[src/rtl/mem_arbiter_if.sv]
// Bus bundle between the two requesters, the arbiter and the synchronous memory port.
// The slave modport is the arbiter's view; master is the view of the surrounding system.
interface mem_arbiter_if #(
    parameter int AW = 16,
    parameter int DW = 8
);
    logic          cpu_req;
    logic          cpu_we;
    logic [AW-1:0] cpu_addr;
    logic [DW-1:0] cpu_wdata;
    logic          cpu_gnt;
    logic          cpu_rvalid;
    logic [DW-1:0] cpu_rdata;

    logic          dma_req;
    logic          dma_we;
    logic [AW-1:0] dma_addr;
    logic [DW-1:0] dma_wdata;
    logic          dma_gnt;
    logic          dma_rvalid;
    logic [DW-1:0] dma_rdata;

    logic [AW-1:0] mem_addr;
    logic          mem_we;
    logic [DW-1:0] mem_wdata;
    logic [DW-1:0] mem_rdata;

    logic          dma_pri;

    modport slave (
        input  cpu_req, cpu_we, cpu_addr, cpu_wdata,
        input  dma_req, dma_we, dma_addr, dma_wdata,
        input  mem_rdata,
        output cpu_gnt, cpu_rvalid, cpu_rdata,
        output dma_gnt, dma_rvalid, dma_rdata,
        output mem_addr, mem_we, mem_wdata,
        output dma_pri
    );

    modport master (
        output cpu_req, cpu_we, cpu_addr, cpu_wdata,
        output dma_req, dma_we, dma_addr, dma_wdata,
        output mem_rdata,
        input  cpu_gnt, cpu_rvalid, cpu_rdata,
        input  dma_gnt, dma_rvalid, dma_rdata,
        input  mem_addr, mem_we, mem_wdata,
        input  dma_pri
    );
endinterface

[src/rtl/mem_arbiter.sv]
// Two-port memory arbiter: CPU has priority, a wait counter forces a bounded DMA burst
// so the DMA port always makes progress. Read data returns one cycle after grant.
module mem_arbiter #(
    parameter int AW        = 16,
    parameter int DW        = 8,
    parameter int MAX_WAIT  = 3,
    parameter int MAX_BURST = 4
) (
    input  logic           clk,
    input  logic           rst_n,
    mem_arbiter_if.slave   arb_if
);
    typedef enum logic [0:0] {
        CPU_PRI   = 1'b0,
        DMA_BURST = 1'b1
    } state_e;

    localparam logic [3:0] WAIT_LAST  = 4'(MAX_WAIT - 1);
    localparam logic [3:0] WAIT_SAT   = 4'(MAX_WAIT);
    localparam logic [3:0] BURST_LAST = 4'(MAX_BURST - 1);

    state_e        state_q, state_d;
    logic [3:0]    wait_cnt_q, wait_cnt_d;
    logic [3:0]    burst_cnt_q, burst_cnt_d;
    logic          cpu_rvalid_q, dma_rvalid_q, dma_pri_q;

    logic          cpu_gnt, dma_gnt;
    logic [AW-1:0] mem_addr_mux;
    logic [DW-1:0] mem_wdata_mux;

    // Grants are combinational and forced low while reset is held.
    always_comb begin
        cpu_gnt = 1'b0;
        dma_gnt = 1'b0;
        if (rst_n) begin
            case (state_q)
                CPU_PRI: begin
                    cpu_gnt = arb_if.cpu_req;
                    dma_gnt = arb_if.dma_req & ~arb_if.cpu_req;
                end
                DMA_BURST: begin
                    dma_gnt = arb_if.dma_req;
                    cpu_gnt = arb_if.cpu_req & ~arb_if.dma_req;
                end
                default: begin
                    cpu_gnt = 1'b0;
                    dma_gnt = 1'b0;
                end
            endcase
        end
    end

    always_comb begin
        state_d     = state_q;
        wait_cnt_d  = wait_cnt_q;
        burst_cnt_d = burst_cnt_q;
        case (state_q)
            CPU_PRI: begin
                // Idle-CPU DMA grants here never count toward a burst.
                burst_cnt_d = 4'd0;
                if (arb_if.dma_req && !dma_gnt) begin
                    if (wait_cnt_q >= WAIT_LAST) begin
                        state_d    = DMA_BURST;
                        wait_cnt_d = 4'd0;
                    end else if (wait_cnt_q != WAIT_SAT) begin
                        wait_cnt_d = wait_cnt_q + 4'd1;
                    end
                end else begin
                    wait_cnt_d = 4'd0;
                end
            end
            DMA_BURST: begin
                wait_cnt_d = 4'd0;
                if (!arb_if.dma_req) begin
                    state_d     = CPU_PRI;
                    burst_cnt_d = 4'd0;
                end else if (dma_gnt) begin
                    if (burst_cnt_q >= BURST_LAST) begin
                        state_d     = CPU_PRI;
                        burst_cnt_d = 4'd0;
                    end else begin
                        burst_cnt_d = burst_cnt_q + 4'd1;
                    end
                end
            end
            default: begin
                state_d     = CPU_PRI;
                wait_cnt_d  = 4'd0;
                burst_cnt_d = 4'd0;
            end
        endcase
    end

    always_ff @(posedge clk or negedge rst_n) begin
        if (!rst_n) begin
            state_q      <= CPU_PRI;
            wait_cnt_q   <= 4'd0;
            burst_cnt_q  <= 4'd0;
            cpu_rvalid_q <= 1'b0;
            dma_rvalid_q <= 1'b0;
            dma_pri_q    <= 1'b0;
        end else begin
            state_q      <= state_d;
            wait_cnt_q   <= wait_cnt_d;
            burst_cnt_q  <= burst_cnt_d;
            cpu_rvalid_q <= cpu_gnt & ~arb_if.cpu_we;
            dma_rvalid_q <= dma_gnt & ~arb_if.dma_we;
            // Debug flag lags the state by one cycle.
            dma_pri_q    <= (state_q == DMA_BURST);
        end
    end

    // CPU drives the memory port by default, even with no grant.
    always_comb begin
        mem_addr_mux  = arb_if.cpu_addr;
        mem_wdata_mux = arb_if.cpu_wdata;
        if (dma_gnt) begin
            mem_addr_mux  = arb_if.dma_addr;
            mem_wdata_mux = arb_if.dma_wdata;
        end
    end

    assign arb_if.cpu_gnt    = cpu_gnt;
    assign arb_if.dma_gnt    = dma_gnt;
    assign arb_if.mem_addr   = mem_addr_mux;
    assign arb_if.mem_wdata  = mem_wdata_mux;
    assign arb_if.mem_we     = (cpu_gnt & arb_if.cpu_we) | (dma_gnt & arb_if.dma_we);
    assign arb_if.cpu_rvalid = cpu_rvalid_q;
    assign arb_if.dma_rvalid = dma_rvalid_q;
    assign arb_if.cpu_rdata  = arb_if.mem_rdata;
    assign arb_if.dma_rdata  = arb_if.mem_rdata;
    assign arb_if.dma_pri    = dma_pri_q;
endmodule

[src/flat_wrapper.sv]
// flat-port wrapper written by rule: the top's interface ports become plain ports
module mem_arbiter_flat 
#(
    parameter int AW        = 16,
    parameter int DW        = 8,
    parameter int MAX_WAIT  = 3,
    parameter int MAX_BURST = 4
)
  (clk, rst_n, arb_if_cpu_req, arb_if_cpu_we, arb_if_cpu_addr, arb_if_cpu_wdata, arb_if_dma_req, arb_if_dma_we, arb_if_dma_addr, arb_if_dma_wdata, arb_if_mem_rdata, arb_if_cpu_gnt, arb_if_cpu_rvalid, arb_if_cpu_rdata, arb_if_dma_gnt, arb_if_dma_rvalid, arb_if_dma_rdata, arb_if_mem_addr, arb_if_mem_we, arb_if_mem_wdata, arb_if_dma_pri);
  mem_arbiter_if #(.AW(AW), .DW(DW)) arb_if_i ();
  input  logic clk;
  input  logic rst_n;
  input wire logic [$bits(arb_if_i.cpu_req)-1:0] arb_if_cpu_req;
  input wire logic [$bits(arb_if_i.cpu_we)-1:0] arb_if_cpu_we;
  input wire logic [$bits(arb_if_i.cpu_addr)-1:0] arb_if_cpu_addr;
  input wire logic [$bits(arb_if_i.cpu_wdata)-1:0] arb_if_cpu_wdata;
  input wire logic [$bits(arb_if_i.dma_req)-1:0] arb_if_dma_req;
  input wire logic [$bits(arb_if_i.dma_we)-1:0] arb_if_dma_we;
  input wire logic [$bits(arb_if_i.dma_addr)-1:0] arb_if_dma_addr;
  input wire logic [$bits(arb_if_i.dma_wdata)-1:0] arb_if_dma_wdata;
  input wire logic [$bits(arb_if_i.mem_rdata)-1:0] arb_if_mem_rdata;
  output wire logic [$bits(arb_if_i.cpu_gnt)-1:0] arb_if_cpu_gnt;
  output wire logic [$bits(arb_if_i.cpu_rvalid)-1:0] arb_if_cpu_rvalid;
  output wire logic [$bits(arb_if_i.cpu_rdata)-1:0] arb_if_cpu_rdata;
  output wire logic [$bits(arb_if_i.dma_gnt)-1:0] arb_if_dma_gnt;
  output wire logic [$bits(arb_if_i.dma_rvalid)-1:0] arb_if_dma_rvalid;
  output wire logic [$bits(arb_if_i.dma_rdata)-1:0] arb_if_dma_rdata;
  output wire logic [$bits(arb_if_i.mem_addr)-1:0] arb_if_mem_addr;
  output wire logic [$bits(arb_if_i.mem_we)-1:0] arb_if_mem_we;
  output wire logic [$bits(arb_if_i.mem_wdata)-1:0] arb_if_mem_wdata;
  output wire logic [$bits(arb_if_i.dma_pri)-1:0] arb_if_dma_pri;
  assign arb_if_i.cpu_req = arb_if_cpu_req;
  assign arb_if_i.cpu_we = arb_if_cpu_we;
  assign arb_if_i.cpu_addr = arb_if_cpu_addr;
  assign arb_if_i.cpu_wdata = arb_if_cpu_wdata;
  assign arb_if_i.dma_req = arb_if_dma_req;
  assign arb_if_i.dma_we = arb_if_dma_we;
  assign arb_if_i.dma_addr = arb_if_dma_addr;
  assign arb_if_i.dma_wdata = arb_if_dma_wdata;
  assign arb_if_i.mem_rdata = arb_if_mem_rdata;
  assign arb_if_cpu_gnt = arb_if_i.cpu_gnt;
  assign arb_if_cpu_rvalid = arb_if_i.cpu_rvalid;
  assign arb_if_cpu_rdata = arb_if_i.cpu_rdata;
  assign arb_if_dma_gnt = arb_if_i.dma_gnt;
  assign arb_if_dma_rvalid = arb_if_i.dma_rvalid;
  assign arb_if_dma_rdata = arb_if_i.dma_rdata;
  assign arb_if_mem_addr = arb_if_i.mem_addr;
  assign arb_if_mem_we = arb_if_i.mem_we;
  assign arb_if_mem_wdata = arb_if_i.mem_wdata;
  assign arb_if_dma_pri = arb_if_i.dma_pri;
  mem_arbiter #(.AW(AW), .DW(DW), .MAX_WAIT(MAX_WAIT), .MAX_BURST(MAX_BURST)) u_core (.clk(clk), .rst_n(rst_n), .arb_if(arb_if_i));
endmodule
[config.mk]
export PLATFORM = sky130hd
export DESIGN_NAME = mem_arbiter_flat
export DESIGN_NICKNAME = d
export VERILOG_FILES = /design/src/rtl/mem_arbiter_if.sv /design/src/rtl/mem_arbiter.sv /design/src/flat_wrapper.sv
export SDC_FILE = /design/constraint.sdc
export NUM_CORES = 1
export LEC_CHECK = 0
export ABC_AREA = 1
export CORE_MARGIN = 10
export CORE_UTILIZATION = 31
export CTS_CLUSTER_SIZE = 20
export DETAILED_ROUTE_END_ITERATION = 10
export PLACE_DENSITY_LB_ADDON = 0.3
export SLEW_MARGIN = 10
export SYNTH_ARGS = -nofsm -noshare
export SYNTH_HDL_FRONTEND = slang
export SYNTH_SLANG_ARGS = --single-unit
[constraint.sdc]
create_clock -name clk -period 2.2 [get_ports clk]
set_clock_uncertainty 0.1 [all_clocks]
set_input_delay 0.44 -clock clk [delete_from_list [all_inputs] [get_ports clk]]
set_output_delay 0.44 -clock clk [all_outputs]
set_load 0.05 [all_outputs]
Yosys cells after proc, flatten, opt, wreduce, memory -nomap -nowiden
Index checks and enable logic that the tools add are counted.
{ "word_totals": {"register_bits": 12, "output_inout_bits": 46} }
{ "classes": {"add_sub_neg": 2, "n_lt_le_gt_ge": 2, "eq_ne": 3, "mux": 20, "n_bitwise": 12, "n_reduce_logical": 2} }
{ "ops": {"columns": ["op", "n"], "rows": [
  ["$mux 4", 6],
  ["$mux 16", 1],
  ["$pmux 4 s2", 2],
  ["$add 4x1->4 const B", 2],
  ["$ge 4x2->1 const B", 2],
  ["$mux 8", 1],
  ["$mux 1", 7],
  ["$and 1x1->1", 6],
  ["$pmux 1 s2", 3],
  ["$not 1->1", 5],
  ["$ne 4x2->1 const B", 1],
  ["$ne 4x4->1 const B", 1],
  ["$ne 3x3->1 const B", 1],
  ["$logic_and 1x1->1", 1],
  ["$logic_not 1->1", 1],
  ["$or 1x1->1", 1]
]} }

Longest topological paths before layout
Gate-level depths: netlist of run 1.
{ "logic_depth": {"word_depth": 8, "depth_mapped": 8, "mapped_depth_nobuf": 8} }

Least setup slack after synthesis of run 1
No wires, ideal clock.
{ "synth_timing": {"kind": "flip-flop to output port", "from": "register u_core.state_q", "to": "output arb_if_mem_we", "t_arrival_ns": 1.356, "required_time_ns": 1.660, "slack_ns": 0.304, "path_stages_with_launch": 6, "path_buffers": 0, "cell_sequence": "dfrtp_1 > nand2_1 > nand3_1 > inv_1 > nand2_1 > nand2_1"} }
{ "synth_between": {"elab_chain_cells": 5, "word_cells_on_any_way": 8, "classes_between": "mux: 4; bitwise: 4"} }
{ "synth_rtl": {"columns": ["item", "line", "text"], "rows": [
  ["start, declared", "mem_arbiter.sv:22", "state_e state_q, state_d;"],
  ["start signal, assigned", "mem_arbiter.sv:103", "state_q <= state_d;"],
  ["$not 1->1", "mem_arbiter.sv:36", "case (state_q)"],
  ["$pmux 1 s2 (*)", "mem_arbiter.sv:36", null],
  ["$mux 1 (*)", "mem_arbiter.sv:35", "if (rst_n) begin"],
  ["net arb_if_cpu_gnt", "flat_wrapper.sv:22", "output wire logic [$bits(arb_if_i.cpu_gnt)-1:0] arb_if_cpu_gnt;"],
  ["$and 1x1->1 (*)", "mem_arbiter.sv:127", "assign arb_if.mem_we = (cpu_gnt & arb_if.cpu_we) | (dma_gnt & arb_if.dma_we);"],
  ["$or 1x1->1 (*)", "mem_arbiter.sv:127", null],
  ["end, declared", "flat_wrapper.sv:29", "output wire logic [$bits(arb_if_i.mem_we)-1:0] arb_if_mem_we;"]
]} }
Mark *: on every way through the listed nets, which the timed path passes. The rest lies on a longest branch.

Worst setup path in the final report of run 1
{ "layout_timing": {"from": "register u_core.state_q", "to": "output arb_if_mem_addr[7]"} }
{ "layout_between": {"elab_chain_cells": 4} }
{ "layout_rtl": {"columns": ["item", "line", "text"], "rows": [
  ["$not 1->1", "mem_arbiter.sv:36", null],
  ["$pmux 1 s2 (*)", "mem_arbiter.sv:36", null],
  ["$mux 1 (*)", "mem_arbiter.sv:35", null],
  ["$mux 16 (*)", "mem_arbiter.sv:117", "if (dma_gnt) begin"],
  ["end, declared", "flat_wrapper.sv:28", "output wire logic [$bits(arb_if_i.mem_addr)-1:0] arb_if_mem_addr;"]
]} }
Mark *: on every way between the ends. The rest lies on a longest branch, timed or not.

==> results of run 1 <==
## how the worst max path moves through the flow
stage | to | from | slack [ns] | cells after the start
detailed placement | arb_if_mem_wdata[2] | rst_n | -0.04 | 8
floorplan | arb_if_mem_we | u_core.state_q$_DFF_PN0_ | 0.30 | 5
finish | arb_if_mem_addr[7] | u_core.state_q$_DFF_PN0_ | 0.16 | 7
global placement | arb_if_mem_addr[0] | rst_n | -0.04 | 8
CTS | arb_if_mem_wdata[4] | rst_n | 0.0009 | 8
global route | arb_if_mem_addr[5] | u_core.state_q$_DFF_PN0_ | 0.08 | 7
## per-stage QoR
step,util,setup WS (ns)
2_1_floorplan,-,0.304
3_3_place_gp,0.642,-0.0356
3_5_place_dp,0.642,-0.0427
4_1_cts,0.656,0.000873
5_1_grt,0.663,0.0771
6_report,0.663,0.161
## layout by cell type, fill, tap and decap left out, drive strengths merged
cell / Yosys / layout
nand3b: 1 / 1
dfrtp: 12 / 12
buf: 20 / 36
ha: 3 / 3
o21ai: 2 / 2
conb: 1 / 2
dlymetal6s2s: 0 / 2
nor2: 11 / 11
dlygate4sd2: 0 / 1
nand2: 95 / 95
nand3: 5 / 5
clkdlybuf4s50: 0 / 53
inv: 13 / 13
clkbuf: 0 / 4
## layout make-up
class                           count  share of cell area
Inverter                           13              0.0310
Timing Repair Buffer               92               0.546
Multi-Input combinational cell    119               0.242
Clock buffer                        4              0.0167
Tap cell                           46              0.0264
Sequential cell                    12               0.138
## logic make-up after synthesis
kind of cell,share of synthesized area
flops,0.288
buf+inv,0.218
compound gates,0.00959
other cells,0.00359
fa+ha+maj,0.0360
simple gates,0.445
## sequential cells by signal, summed over array words and instances (netlist names)
signal	cells
u_core.arb_if.cpu_rvalid	1
u_core.arb_if.dma_pri	1
u_core.arb_if.dma_rvalid	1
u_core.burst_cnt_q	4
u_core.state_q	1
u_core.wait_cnt_q	4
## timing repair
action	in CTS	in global routing
setup buffers	0	1
pin swaps	0	1
setup endpoints to repair	25	25
gates resized for setup	5	5
endpoints found under the hold margin	0	0
## metal layers
metal  wire (um)  vias up
li1            -      617
met5           0        -
met2        2060       49
met4          56        0
met3         229        6
met1        1580      535
## power breakdown
part | internal (uW) | total, uW | leakage [uW] | switching (uW)
registers | 238 | 254 | 0.000157 | 16.1
logic | 338 | 709 | 0.000944 | 371
clock network | 101 | 180 | 0.0000210 | 78.8
total | 677 | 1140 | 0.00112 | 466
## worst register-to-register path: stages (launching register included)
cell     delay, ns
dfrtp_1       0.46
inv_2         0.11
nand2_4       0.07
nand2_8       0.12
buf_4         0.14
nand2_1       0.06
nor2_1        0.14
nand2_1       0.07
inv_1         0.05
==> reports/metrics.cfg, run 1 <==
[routing]
drtPass1Iterations = 4
drc = 0
num_vias = 1207
avgViaCountPerCell = 4.22
routed_wl_um = 3940
drtAntennaViolNets = 0
drt_iter0_markers = 32
avgRoutedWirePerCell_um = 13.8

[logic_synthesis]
synthDominantCellAreaShare = 0.320
ys_types = 19
synth_top_flop_cell = dfrtp_1
ys_seq_area_frac = 0.288
syn_inst = 163
yosysMostFrequentCell = nand2_1
yosys.area.top_type = nand2_1
syn_area_per_cell_um2 = 6.40
synth_commonest_cells = nand2_1 (89), buf_4 (16), dfrtp_1 (12)
synth.area.top_cells = nand2_1 (32%), dfrtp_1 (29%), buf_4 (12%)
synth-edff-count = 0
synth-seq-cells = 12
synthesis.area_mm2 = 0.00104
yosysWarnings = 0
postSynth.asyncResetShare = 1.00

[sta]
tightest_slew_ns = 0.533
finalSetupTns_ns = 0
fmax_ghz = 0.490
period_share = 0.927
grt_setup_unrepaired = false
holdWs_ns = 0.135
maxSlewViolCount = 0
max_slew_margin = 0.643
final_hold_viol_count = 0
setup_viol = 0
min_period_ns = 2.04

[placement]
dp_hpwl_um = 3370
placed_cell_area_mm2 = 0.00211
dp.cells = 281
io_buffers = 83
place_congestion = 0.811

[worst_setup_path]
critPathLaunchType = register
cp_top_family = flip-flops
worstPathRequired_ns = 1.66
r2r-end = u_core.wait_cnt_q[1]$_DFFE_PN0P_
timing.critical_path.cells = inv_2, nand2_4, nand2_8, buf_6, nand2_1, nand2_1, buf_12
path_buf_inv = 3
crit_top_cell = nand2_1
endpoint_kind = output port
r2r_cells = 8
reg2reg_slack_ns = 0.83
worstPathArrival_ns = 1.50
cp_max_fo = 10
cp_slowest_cell = dfrtp_1
max_stage_delay_ns = 0.46
critical_path_class = reg2out
rr_startpoint = u_core.state_q$_DFF_PN0_

[global_routing]
met1_usage = 0.128
grt_max_degree = 27
gr-total-overflow = 0
antenna_found_initial = 0
grt_busiest_layer = met2
use_met3 = 0.0353
grt_usage = 0.123
grt_pass1_vias = 1248
grt_pass1_wl_um = 6040
grt_use_met2 = 0.232

[floorplanning]
core_mm2 = 0.00328
start_util = 0.318
rows = 21
boundaryPins = 108
dieArea_mm2 = 0.00609
die_y_um = 78.0
chipWidth_um = 78.0

[final_layout]
fillers = 272
ff_latch_area_um2 = 300
num-nets-final = 306
antenna_cells = 0
postLayoutCellArea_mm2 = 0.00218
layout-area-overhead-vs-synth_pct = 109
drive_gt1_frac = 0.217
fin_cells = 286
multi_input_area_um2 = 527

[clock_tree]
clk_latency_ns = 0.28
clkSinkCount = 12
ctsHtreeMaxLevel = 1
numCtsBuffers = 3
cts_tree = done
hold_buffers = 0
clock-root-buffer = clkbuf_4
clock_path_buffers = 2
clk_pin_slew_ns = 0.08

[outcome]
status = finished, final reports clean

[power_and_ir_drop]
p_per_area_mw_per_mm2 = 525
total_power_uw = 1140
peakVddDrop_mv = 0.262
p_leak_uw = 0.00112

[worst_hold_path]
hold_path_class = in2async

[job]
maxCapViolCount = 0

(Power assumes the default switching activity.)
==> inputs of run 2 (changes only) <==
--- a/config.mk
+++ b/config.mk
@@ -6,7 +6,7 @@
 export NUM_CORES = 1
 export LEC_CHECK = 0
 export ABC_AREA = 1
-export CORE_MARGIN = 10
+export CORE_MARGIN = 3
 export CORE_UTILIZATION = 31
 export CTS_CLUSTER_SIZE = 20
 export DETAILED_ROUTE_END_ITERATION = 10
==> run 2 against run 1 <==
Against the previous run:
- core utilization rose by 3.0 points
- die area decreased by 33%
- non-clock buffer count fell by 2
- power up 0.55%
- first-iteration DRC count shrank 6.3%
- critical path type unchanged
- critical endpoint is now arb_if_mem_wdata[1]
- largest power group unchanged
==> reports/metrics.cfg, run 2 (synthesized netlist as in run 1, its figures left out) <==
[sta]
max_slew_margin = 0.646  ; was 0.643
maxSlewViolCount = 0  ; unchanged
fmax_ghz = 0.477  ; was 0.490 GHz
period_share = 0.954  ; was 0.927
final_hold_viol_count = 0  ; unchanged
grt_setup_unrepaired = false  ; unchanged
min_period_ns = 2.10  ; was 2.04 ns
setup_viol = 0  ; unchanged
tightest_slew_ns = 0.529  ; was 0.533 ns

[global_routing]
grt_pass1_vias = 1084  ; was 1,248
grt_pass1_wl_um = 5350  ; was 6040 um
grt_max_degree = 27  ; unchanged
gr-total-overflow = 0  ; unchanged
antenna_found_initial = 0  ; unchanged
grt_usage = 0.170  ; was 0.123

[routing]
drc = 0  ; unchanged
avgRoutedWirePerCell_um = 12.4  ; was 13.8 um
avgViaCountPerCell = 4.27  ; was 4.22
drt_iter0_markers = 30  ; was 32
drtAntennaViolNets = 0  ; unchanged
num_vias = 1204  ; was 1,207
drtPass1Iterations = 4  ; unchanged
routed_wl_um = 3500  ; was 3940 um

[worst_hold_path]
hold_path_class = in2async  ; unchanged

[clock_tree]
hold_buffers = 0  ; unchanged
clock-root-buffer = clkbuf_4  ; unchanged
numCtsBuffers = 3  ; unchanged
ctsHtreeMaxLevel = 1  ; unchanged
clock_path_buffers = 2  ; unchanged
clkSinkCount = 12  ; unchanged
cts_tree = done  ; unchanged
clk_pin_slew_ns = 0.08  ; about the same
clk_latency_ns = 0.29  ; was 0.28 ns

[final_layout]
drive_gt1_frac = 0.210  ; was 0.217
final_common_cell = nand2_1  ; unchanged
layout-area-overhead-vs-synth_pct = 108  ; was 109%
final_cell_mix = nand2_1 (87), clkdlybuf4s50_1 (53), buf_12 (28)  ; was nand2_1 (86), clkdlybuf4s50_1 (53), buf_12 (28)
reg_top3 = u_core.burst_cnt_q: 4 flops, u_core.wait_cnt_q: 4 flops  ; unchanged
postLayoutCellArea_mm2 = 0.00217  ; was 0.00218 mm^2
num-nets-final = 304  ; was 306
fillers = 241  ; was 272
antenna_cells = 0  ; unchanged
fin_cells = 282  ; was 286

[floorplanning]
core_mm2 = 0.00313  ; was 0.00328 mm^2
chipWidth_um = 64.0  ; was 78.0 um
rows = 20  ; was 21
boundaryPins = 108  ; unchanged
die_y_um = 64.0  ; was 78.0 um
start_util = 0.334  ; was 0.318
dieArea_mm2 = 0.00410  ; was 0.00609 mm^2

[power_and_ir_drop]
power_frac_comb = 0.623  ; was 0.620
p_leak_uw = 0.00111  ; was 0.00112 uW
p_int_uw = 686  ; was 677 uW
p_per_area_mw_per_mm2 = 530  ; was 525 mW/mm^2
peakVddDrop_mv = 0.370  ; was 0.262 mV
p_sw_frac = 0.403  ; was 0.408
netSwitchingPower_uw = 463  ; was 466 uW
pwr-share-seq = 0.218  ; was 0.223
clkPwrFrac = 0.159  ; was 0.157

[worst_setup_path]
endpoint_kind = output port  ; unchanged
worstPathRequired_ns = 1.66  ; about the same
r2r_cells = 8  ; unchanged
cp_max_fo = 13  ; was 10
critical_path_class = reg2out  ; unchanged
worstPathArrival_ns = 1.56  ; was 1.50 ns
critPathLaunchType = register  ; unchanged

[placement]
dp_hpwl_um = 2950  ; was 3370 um
place_congestion = 0.716  ; was 0.811
placed_cell_area_mm2 = 0.00208  ; was 0.00211 mm^2
dp.cells = 276  ; was 281
io_buffers = 83  ; unchanged

[job]
maxCapViolCount = 0  ; unchanged

[outcome]
status = finished, final reports clean  ; unchanged

## run 2: through the flow
step                total power (uW)   util  hold slack, ns  worst slack, ns  TNS (ns)
floorplan                        666      -          0.0444            0.304         0
global placement                 947  0.666           0.376          -0.0221   -0.0762
detailed placement               955  0.666           0.399          -0.0553    -0.632
CTS                             1150  0.690           0.223           0.0403         0
global route                    1200  0.693           0.264           0.0197         0
finish                          1150  0.693           0.227            0.102         0
## run 2: cell type report
cell class	count	area [um^2]	area share
Timing Repair Buffer	90	1190	0.548
Multi-Input combinational cell	119	524	0.242
Sequential cell	12	302	0.139
Inverter	13	63.8	0.0294
Tap cell	44	55.1	0.0254
Clock buffer	4	36.3	0.0167
## run 2: critical path, stage by stage (launching register included)
cell and delay [ns]:
dfrtp_2 0.44, inv_2 0.08, nand2_4 0.07, nand2_8 0.11, bufbuf_16 0.28, nand2_1 0.05
nand2_1 0.10, buf_12 0.14
## run 2: metal layers
| metal | GRT usage | vias to the layer above | part of all wire |
|---|---|---|---|
| li1 | - | 621 | - |
| met1 | 0.199 | 508 | 0.39 |
| met2 | 0.277 | 66 | 0.48 |
| met3 | 0.0562 | 9 | 0.10 |
| met4 | 0.0809 | 0 | 0.029 |
| met5 | 0 | - | 0 |
## run 2: repair_timing
action,in CTS,in global routing
cloned,1,0
pin swaps,1,0
buffers inserted,0,1
endpoints found under the setup margin,25,10
resized for setup,7,1
## run 2: final timing paths
| check | start | endpoint | slack [ns] |
|---|---|---|---|
| max | u_core.state_q$_DFF_PN0_ | arb_if_mem_wdata[1] | 0.10 |
| min | rst_n | u_core.burst_cnt_q[1]$_DFFE_PN0P_ | 0.23 |
| max reg2reg | u_core.state_q$_DFF_PN0_ | u_core.wait_cnt_q[0]$_DFFE_PN0P_ | 0.78 |
| min reg2reg | u_core.burst_cnt_q[3]$_DFFE_PN0P_ | u_core.burst_cnt_q[3]$_DFFE_PN0P_ | 0.41 |
| max in group asynchronous | rst_n | u_core.state_q$_DFF_PN0_ | 1.61 |
| min in group clk | u_core.burst_cnt_q[3]$_DFFE_PN0P_ | u_core.burst_cnt_q[3]$_DFFE_PN0P_ | 0.41 |
## run 2: power by group through the flow
stage | sequential, uW | clock, uW | combinational, uW
global placement | 257 | 0 | 690
global route | 252 | 197 | 753
floorplan | 279 | 0 | 387
detailed placement | 257 | 0 | 698
finish | 250 | 182 | 716
CTS | 252 | 188 | 712
==> inputs of run 3 (changes only) <==
--- a/config.mk
+++ b/config.mk
@@ -11,7 +11,7 @@
 export CTS_CLUSTER_SIZE = 20
 export DETAILED_ROUTE_END_ITERATION = 10
 export PLACE_DENSITY_LB_ADDON = 0.3
-export SLEW_MARGIN = 10
+export SLEW_MARGIN = 40
 export SYNTH_ARGS = -nofsm -noshare
 export SYNTH_HDL_FRONTEND = slang
 export SYNTH_SLANG_ARGS = --single-unit
==> results of run 3 <==
The final DEF is identical to that of run 2; final timing and power are the same.
